File: src/rtl/tile_pkg.sv
// tile_pkg: shared map geometry, tile index type, sweep FSM states and cell addressing
package tile_pkg;
    localparam int TILE_IDX_W = 4;
    localparam int MAP_COLS   = 20;
    localparam int MAP_ROWS   = 15;
    localparam int TILE_LOG2  = 5;
    typedef logic [TILE_IDX_W-1:0] tile_idx_t;
    typedef enum logic {IDLE, SWEEP} sweep_state_t;
    function automatic int cell_addr(input int row, input int col, input int cols = MAP_COLS);
        return row * cols + col;
    endfunction
endpackage

File: src/rtl/tile_map_ram.sv
// tile_map_ram: single-write, synchronous read-first RAM holding the tile map
module tile_map_ram #(
    parameter int DEPTH = 300,
    parameter int W     = 4,
    parameter int AW    = $clog2(DEPTH)
) (
    input  logic          clk,
    input  logic          we,
    input  logic [AW-1:0] waddr,
    input  logic [W-1:0]  wdata,
    input  logic [AW-1:0] raddr,
    output logic [W-1:0]  rdata
);
    logic [W-1:0] mem [DEPTH];
    // read sees the value stored before any same-cycle write
    always_ff @(posedge clk) begin
        if (we) mem[waddr] <= wdata;
        rdata <= mem[raddr];
    end
endmodule

File: src/rtl/tile_map_renderer.sv
// tile_map_renderer: tile-map background renderer with runtime write, fill and reset clear
module tile_map_renderer
    import tile_pkg::*;
#(
    parameter int COLS       = tile_pkg::MAP_COLS,
    parameter int ROWS       = tile_pkg::MAP_ROWS,
    parameter int TILE_LOG2  = tile_pkg::TILE_LOG2,
    parameter int IDX_W      = tile_pkg::TILE_IDX_W,
    parameter int RESET_TILE = 1,
    parameter int PIX_W      = 12,
    parameter int CNT_W      = 10
) (
    input  logic                        clk,
    input  logic                        rst,
    input  logic [CNT_W-1:0]            h_cnt,
    input  logic [CNT_W-1:0]            v_cnt,
    input  logic                        active_in,
    input  logic                        hsync_in,
    input  logic                        vsync_in,
    input  logic                        wr_en,
    input  logic [$clog2(COLS)-1:0]     wr_col,
    input  logic [$clog2(ROWS)-1:0]     wr_row,
    input  logic [IDX_W-1:0]            wr_tile,
    input  logic                        fill_en,
    input  logic [IDX_W-1:0]            fill_tile,
    output logic                        busy,
    output logic [IDX_W+2*TILE_LOG2-1:0] rom_addr,
    input  logic [PIX_W-1:0]            rom_data,
    output logic [PIX_W-1:0]            pixel_out,
    output logic                        hsync_out,
    output logic                        vsync_out
);
    localparam int N  = COLS * ROWS;
    localparam int AW = $clog2(N);
    localparam int HW = CNT_W - TILE_LOG2;

    sweep_state_t          state;
    logic [AW-1:0]         ptr;
    logic [IDX_W-1:0]      sweep_val;
    logic                  wr_ok;
    logic                  we;
    logic [AW-1:0]         waddr;
    logic [IDX_W-1:0]      wdata;
    logic [HW-1:0]         h_col;
    logic [HW-1:0]         v_row;
    logic                  in_map;
    logic [AW-1:0]         raddr;
    logic [IDX_W-1:0]      tile_q;
    logic [TILE_LOG2-1:0]  x1;
    logic [TILE_LOG2-1:0]  y1;
    logic                  v1;
    logic                  act1;
    logic                  hs1;
    logic                  vs1;
    logic                  act2;
    logic                  hs2;
    logic                  vs2;

    assign busy = (state == SWEEP);

    // sweep FSM: reset clear or fill walks every cell once, one per cycle
    always_ff @(posedge clk) begin
        if (rst) begin
            state     <= SWEEP;
            sweep_val <= IDX_W'(RESET_TILE);
            ptr       <= '0;
        end else if (state == SWEEP) begin
            ptr   <= ptr + 1'b1;
            state <= (ptr == AW'(N - 1)) ? IDLE : SWEEP;
        end else if (fill_en) begin
            state     <= SWEEP;
            sweep_val <= fill_tile;
            ptr       <= '0;
        end
    end

    // write arbitration: sweep owns the port; a fill start swallows a same-cycle write
    always_comb begin
        wr_ok = wr_en && (int'(wr_col) < COLS) && (int'(wr_row) < ROWS);
        we    = !rst && (busy || (wr_ok && !fill_en));
        waddr = busy ? ptr : AW'(cell_addr(int'(wr_row), int'(wr_col), COLS));
        wdata = busy ? sweep_val : wr_tile;
    end

    // read address from the tile coordinates; off-map positions read cell 0
    always_comb begin
        h_col  = h_cnt[CNT_W-1:TILE_LOG2];
        v_row  = v_cnt[CNT_W-1:TILE_LOG2];
        in_map = (int'(h_col) < COLS) && (int'(v_row) < ROWS);
        raddr  = in_map ? AW'(cell_addr(int'(v_row), int'(h_col), COLS)) : '0;
    end

    tile_map_ram #(.DEPTH(N), .W(IDX_W), .AW(AW)) u_ram (
        .clk   (clk),
        .we    (we),
        .waddr (waddr),
        .wdata (wdata),
        .raddr (raddr),
        .rdata (tile_q)
    );

    assign rom_addr = v1 ? {tile_q, y1, x1} : '0;

    // stage 1: pixel offsets and control alongside the map read
    always_ff @(posedge clk) begin
        if (rst) begin
            x1   <= '0;
            y1   <= '0;
            v1   <= 1'b0;
            act1 <= 1'b0;
            hs1  <= 1'b1;
            vs1  <= 1'b1;
        end else begin
            x1   <= h_cnt[TILE_LOG2-1:0];
            y1   <= v_cnt[TILE_LOG2-1:0];
            v1   <= 1'b1;
            act1 <= active_in && in_map;
            hs1  <= hsync_in;
            vs1  <= vsync_in;
        end
    end

    // stage 2 and 3: wait out the ROM latency, then blank or pass the ROM pixel
    always_ff @(posedge clk) begin
        if (rst) begin
            act2      <= 1'b0;
            hs2       <= 1'b1;
            vs2       <= 1'b1;
            pixel_out <= '0;
            hsync_out <= 1'b1;
            vsync_out <= 1'b1;
        end else begin
            act2      <= act1;
            hs2       <= hs1;
            vs2       <= vs1;
            pixel_out <= (act2 && !busy) ? rom_data : '0;
            hsync_out <= hs2;
            vsync_out <= vs2;
        end
    end
endmodule

File: config.mk
export PLATFORM = sky130hd
export DESIGN_NAME = tile_map_renderer
export DESIGN_NICKNAME = d
export VERILOG_FILES = /design/src/rtl/tile_pkg.sv /design/src/rtl/tile_map_ram.sv /design/src/rtl/tile_map_renderer.sv
export SDC_FILE = /design/constraint.sdc
export NUM_CORES = 2
export LEC_CHECK = 0
export BUFFER_PORTS_ARGS = -buffer_cell sky130_fd_sc_hd__buf_2
export CORE_ASPECT_RATIO = 1.2
export CORE_UTILIZATION = 55
export CTS_CLUSTER_SIZE = 24
export DETAILED_ROUTE_END_ITERATION = 12
export PLACE_DENSITY = 0.82
export SYNTH_ARGS = -nofsm -noshare
export SYNTH_HDL_FRONTEND = slang
export SYNTH_HIERARCHICAL = 1
export SYNTH_SLANG_ARGS = --single-unit
File: constraint.sdc
create_clock -name clk -period 3.7 [get_ports clk]
set_input_delay 0.74 -clock clk [delete_from_list [all_inputs] [get_ports clk]]
set_output_delay 0.74 -clock clk [all_outputs]
set_load 0.05 [all_outputs]
# Word level (Yosys, flattened, before mapping)
# Memory sizes are Yosys's and may differ from the RTL's. A register that Yosys moved wholly into a read port is not among the register bits.
# Index checks and enable logic that the tools add are counted.
dict set report word_totals {
  reg_bits 45
  latch_bits 0
  ramBits 1200
  romBits 0
  in_bits 56
  output_inout_bits 29
  wordCells 54
  n_memories 1
}
dict set report op_classes {
  addsub 3
  multipliers 2
  div_mod_pow 0
  order_cmp 4
  n_eq_ne 1
  shifts 0
  n_mux 12
  n_bitwise 2
  reduce_logical 14
}
# memory depth word_bits read_ports rd_ports_with_merged_regs write_ports line_no
set mem_list {}
lappend mem_list {u_ram.mem 300 4 1 1 1 tile_map_ram.sv:14} ;# logic [W-1:0] mem [DEPTH];
# operator n
set ops {}
lappend ops {{9-bit two-way mux} 4}
lappend ops {{9-bit by 5-bit adder with 9-bit output} 2}
lappend ops {{14-bit two-way mux} 1}
lappend ops {{5-bit less-than comparator (second input constant)} 2}
lappend ops {{9-bit by 1-bit adder with 9-bit output (second input constant)} 1}
lappend ops {{9-bit == test (second input constant)} 1}
lappend ops {{1-bit logical AND} 7}
lappend ops {{4-bit by 3-bit multiplier with 7-bit output (second input constant)} 1}
lappend ops {{5-bit by 3-bit multiplier with 7-bit output (second input constant)} 1}
lappend ops {{1-bit two-way mux} 6}
lappend ops {{5-bit by 4-bit less-than comparator with 1-bit output (second input constant)} 1}
lappend ops {{4-bit less-than comparator (second input constant)} 1}
lappend ops {{4-bit two-way mux} 1}
lappend ops {{1-bit logical NOT} 3}
lappend ops {{1-bit inverter} 2}
lappend ops {{2-bit AND reduction} 1}
lappend ops {{2-bit nonzero test} 1}
lappend ops {{2-bit OR reduction} 1}
lappend ops {{1-bit logical OR} 1}

# Depth between registers and ports, before layout
dict set report depth {
  ltp_word 8
  ltp_mapped 16
  mapped_depth_nobuf 15
}

# By module
# Netlist, hierarchy kept.
# module n_inst cells_each area_each_um2 seq_area_each_um2
set by_module_without_submodules {}
lappend by_module_without_submodules {tile_map_ram 1 2425 47667.0 36114.6}
lappend by_module_without_submodules {tile_map_renderer 1 251 2366.0 900.9}

# Worst setup path after synthesis
# OpenSTA, ideal clock, no wires.
dict set report synth_timing {
  path_kind {input to register}
  startpoint {input wr_row[1]}
  endpoint {memory u_ram.mem[176][0], enable pin}
  setup_ns 0.329
  arrival_ns 3.537
  required_ns 3.371
  slack_ns -0.166
  stages 11
  n_path_buf 1
  path_cell_list {ha_1 > ha_1 > fa_1 > nand3_1 > o21ai_0 > xnor2_1 > o21ai_0 > nor3b_1 > nand3_1 > clkbuf_1 > nor2_1}
}
dict set report synth_between {
  elab_cells_between_ends 10
  classes_between {1 x add/sub; 1 x mul; 1 x order compare; 3 x mux; 4 x reduce/logical}
}
# item line_no
set synth_rtl {}
lappend synth_rtl {{from (decl)} tile_map_renderer.sv:22} ;# input logic [$clog2(ROWS)-1:0] wr_row,
lappend synth_rtl {{4-bit by 3-bit multiplier with 7-bit output} tile_pkg.sv:10} ;# return row * cols + col;
lappend synth_rtl {{9-bit by 5-bit adder with 9-bit output} tile_pkg.sv:10}
lappend synth_rtl {{9-bit two-way mux} tile_map_renderer.sv:81} ;# waddr = busy ? ptr : AW'(cell_addr(int'(wr_row), int'(wr_col), COLS));
lappend synth_rtl {{via waddr[7]} tile_map_renderer.sv:42} ;# logic [AW-1:0] waddr;
lappend synth_rtl {{to (decl)} tile_map_ram.sv:14}
# The timed path passes the listed nets, and every way through them passes these cells.

# Worst setup path in the final report
dict set report layout_timing {
  startpoint {input v_cnt[5]}
  endpoint {register u_ram.rdata[3] (read register of u_ram.mem)}
}
dict set report layout_between {
  elab_chain_len 3
  elab_cells_between_ends 5
  classes_between {1 x add/sub; 1 x mul; 1 x order compare; 1 x mux; 1 x reduce/logical}
}
# item line_no
set layout_lines {}
lappend layout_lines {{from (decl)} tile_map_renderer.sv:16} ;# input logic [CNT_W-1:0] v_cnt,
lappend layout_lines {{5-bit by 3-bit multiplier with 7-bit output / 5-bit by 4-bit less-than comparator with 1-bit output (equally long branches)} {tile_pkg.sv:10, tile_map_renderer.sv:89}}
lappend layout_lines {{9-bit by 5-bit adder with 9-bit output / 1-bit logical AND (equally long branches)} {tile_pkg.sv:10, tile_map_renderer.sv:89}}
lappend layout_lines {{9-bit two-way mux *} tile_map_renderer.sv:90} ;# raddr = in_map ? AW'(cell_addr(int'(v_row), int'(h_col), COLS)) : '0;
lappend layout_lines {{via raddr[4]} tile_map_renderer.sv:47} ;# logic [AW-1:0] raddr;
lappend layout_lines {{to (decl)} tile_map_ram.sv:12} ;# output logic [W-1:0] rdata
# Mark *: on every way through the listed nets, which the timed path passes. The rest lies on a longest branch.
# A chain may end at the register's enable or synchronous reset.

==> key figures <==
Critical path
  • Worst endpoint required time: 4.34 ns
  • Worst r2r src: busy$_SDFF_PP1_
  • Family with the most delay on the worst path: simple AND/OR/NAND/NOR gates
  • Worst Path Arrival: 4.32 ns
  • Crit. Startpoint: v_cnt[5]
  • Stages on worst setup path: 14
  • Worst Path Max Fanout: 14
  • WP buf/inv: 3
  • Startpoint type of the worst setup path: input pin
  • Slowest-stage cell, CP: nor2b_2
  • Cell Chain, Critical Path: buf_2 -> ha_1 -> fa_1 -> xnor2_1 -> nor2_4 -> buf_4 -> nor2b_2 -> a22oi_1 -> a21oi_1 -> buf_4 -> a211oi_1 -> a21oi_1 -> nand3b_1 -> a32oi_1
  • Reg-to-reg slack, setup: 0.71 ns
  • Reg2Reg Depth: 5
  • Setup crit end: u_ram/rdata[3]$_DFF_P_
  • Worst Setup Path Type: in2reg
  • Largest stage delay, worst path: 0.82 ns
  • Critical Path End Type: flop
  • Reg2reg end: u_ram/mem[32][2]$_DFFE_PP_

Synth
  • Largest family of logic cells by synthesized area: multiplexers
  • Unique masters post-synth: 64
  • Synth Area in Simple Gates: 4.90%
  • Gate Count Post-Synth: 2676
  • Sequential-to-total area share from yosys stat: 74.0%
  • Fraction of registers with async set/reset: 0%
  • Post-synthesis adder-cell area fraction: 0.585%
  • Post-synth EDFFs: 1200
  • Main synth FF type: edfxtp_1
  • Yosys warns: 6
  • Area fraction in compound gates after synthesis: 3.39%
  • Mean Syn Cell Area: 18.7 sq um
  • Synthesis-stage register bit count: 1249
  • Synthesized cell area: around 50000 sq um
  • Post-synthesis mux area share: 14.9%
  • Syn Nets: between 2k and 3k
  • XOR/XNOR Fraction of Synth Area: 0.175%

STA
  • Max Slew Vio Count: 0
  • Fin crit share: around 100%
  • Worst Clk Skew: ~0.038 ns
  • Count of final hold-check violations: 0
  • Slew at the pin closest to its max-slew limit: 1.33 ns
  • Headroom to the max-slew limit: 11.5%
  • Minimum clock period: 3.69 ns
  • RSZ-0062 raised after global routing: yes
  • Final setup margin: 0.0149 ns
  • Final setup viols: 0
  • Fmax: between 0.2 and 0.3 GHz

Floorplanning
  • Die width: 277 um
  • Std cell rows: 120
  • Die area: around 90000 sq um
  • CORE AREA: 89600 sq um
  • Initial core utilization: a little under three fifths
  • DIE HEIGHT: ~330 um
  • IO Pins: 85

Layout
  • Final Util: between 60 and 70%
  • Syn-to-layout area delta: 17.9%
  • Share of cells above drive strength 1: 31.8%
  • Reg area: 37000 sq um
  • Most frequent cells in the layout: edfxtp_1 (1200), buf_4 (437), nor2_1 (337)
  • Multi-input gate area: 12100 sq um
  • Filler instances: around 5.3k
  • Nets: 3271
  • Final cell count without fillers: 4446
  • Most common cell after layout, fill and taps aside: edfxtp_1
  • Finished Cell Area: 59000 sq um
  • # diodes: 0

Global routing
  • Initial antenna violation count: 3
  • Vias in the first global route: roughly 30k
  • First-pass GRT wire length: 193 mm
  • GRT Util Overall: 28.6%
  • Largest net degree at the start of global routing: 157
  • GRT overflow: 0

Placed design
  • Placed cell area: 55200 sq um
  • Routability cong.: 0.945
  • Placement Setup Slack: -0.730 ns
  • Hpwl dp: 82.6 mm
  • Dpl cells: 4237
  • I/O Buffers: 84

Clock network
  • Clk sinks: 1249
  • Clk root buf: clkbuf_16
  • Clk_lat worst skew: 0.71 ns
  • H-Tree Depth: 3
  • Total CTS buffers: 110
  • CTS tree: done
  • CTS Buffer Depth: 3
  • CTS clk-pin slew, worst paths: 0.07 ns
  • Cts hold-fix bufs: 0

Run
  • MaxCap Viol Count: 0

Pwr
  • Lkg Pwr: 0.0195 uW
  • Maximum vdd ir drop: 0.000405 V
  • PwrDens: between 400 and 500 nW/um^2
  • Power, Total: 29100 uW

Routing
  • Wirelength per Cell: between 20 and 30 um
  • Final WL: 132 mm
  • Via/cell ratio: 6.51
  • Drt first pass iters: 8
  • Antenna violation net count after detailed routing: 0
  • Initial drt markers: 3965
  • Routed via count: 29.0k
  • DRC viols: 0

Hold path
  • Min-Delay Path Class: in2reg

Outcome
  • Status: completed
==> cell families after synthesis <==
family	count (synthesis)
buffers and inverters	179
AOI/OAI and AO/OA	245
and+or+nand+nor	560
muxes	412
xor gates and xnor gates	10
adders and majority gates	21
DFF	1249
==> area by class of cell <==
type / instances / share of cell area [%]
multi-input combinational: 1248 / 20.5
tap: 1159 / 2.46
clock inverter: 65 / 1.40
clock buffer: 140 / 4.93
sequential: 1249 / 62.7
inverter: 16 / 0.102
timing repair buffer: 569 / 7.90
==> layer usage <==
metal  part of all wire, %  wire (um)  track usage, %  up-vias
met5                 0.033         43               0        -
met4                   6.8       8940            17.3        6
met3                    10      13800            5.44      513
met2                    50      65900            48.4     2050
met1                    33      42900            34.1    14627
li1                      -          -               -    11758
==> per-stage QoR <==
step           hold slack [ns]  TNS, ns
2_1_floorplan            0.389  -151.04
3_3_place_gp             0.391  -299.72
3_5_place_dp             0.393  -437.17
4_1_cts                  0.201        0
5_1_grt                  0.213  -0.0638
6_report                 0.223        0
==> where the power goes <==
| part | switching [uW] | internal (uW) | total [uW] |
|---|---|---|---|
| Clock | 5120 | 6760 | 11900 |
| Combinational | 1090 | 819 | 1910 |
| Sequential | 31.9 | 15300 | 15300 |
==> timing repair <==
action / 4_1_cts / 5_1_grt
gates resized for setup: 0 / 6
endpoints found under the setup margin: 0 / 31
buffers inserted: 0 / 4
==> Yosys cell counts (all sizes together), types with 15 or more instances <==
cell type  instances  area [sq um]
ha                17           213
edfxtp          1200         36000
a21oi             45           225
and2              33           206
nand3             19          95.1
dfxtp             49           981
a221oi            25           219
mux2i            117          1170
inv               15          56.3
nor2             341          1280
clkbuf            88           340
nor2b             23           144
a22oi             30           225
mux4             262          5910
o21ai             49           245
o211ai            24           180
buf               74           628
nand2             85           319
mux2              33           372
==> state kept, by name (all words and copies together), names as in the netlist, 4 cells and up <==
name	count
sweep_val	4
y1	5
x1	5
pixel_out	12
u_ram/rdata	4
ptr	9
u_ram/mem	1200
==> how the worst min path moves through the flow <==
| stage | startpoint | endpoint | depth (start not counted) |
|---|---|---|---|
| floorplan | hs1$_SDFF_PP1_ | hs2$_SDFF_PP1_ | 1 |
| global placement | hs1$_SDFF_PP1_ | hs2$_SDFF_PP1_ | 1 |
| detailed placement | hs1$_SDFF_PP1_ | hs2$_SDFF_PP1_ | 1 |
| CTS | vsync_in | vs1$_SDFF_PP1_ | 2 |
| global route | vsync_in | vs1$_SDFF_PP1_ | 2 |
| finish | vsync_in | vs1$_SDFF_PP1_ | 2 |
Note: power is estimated with default switching activity, not from simulation.
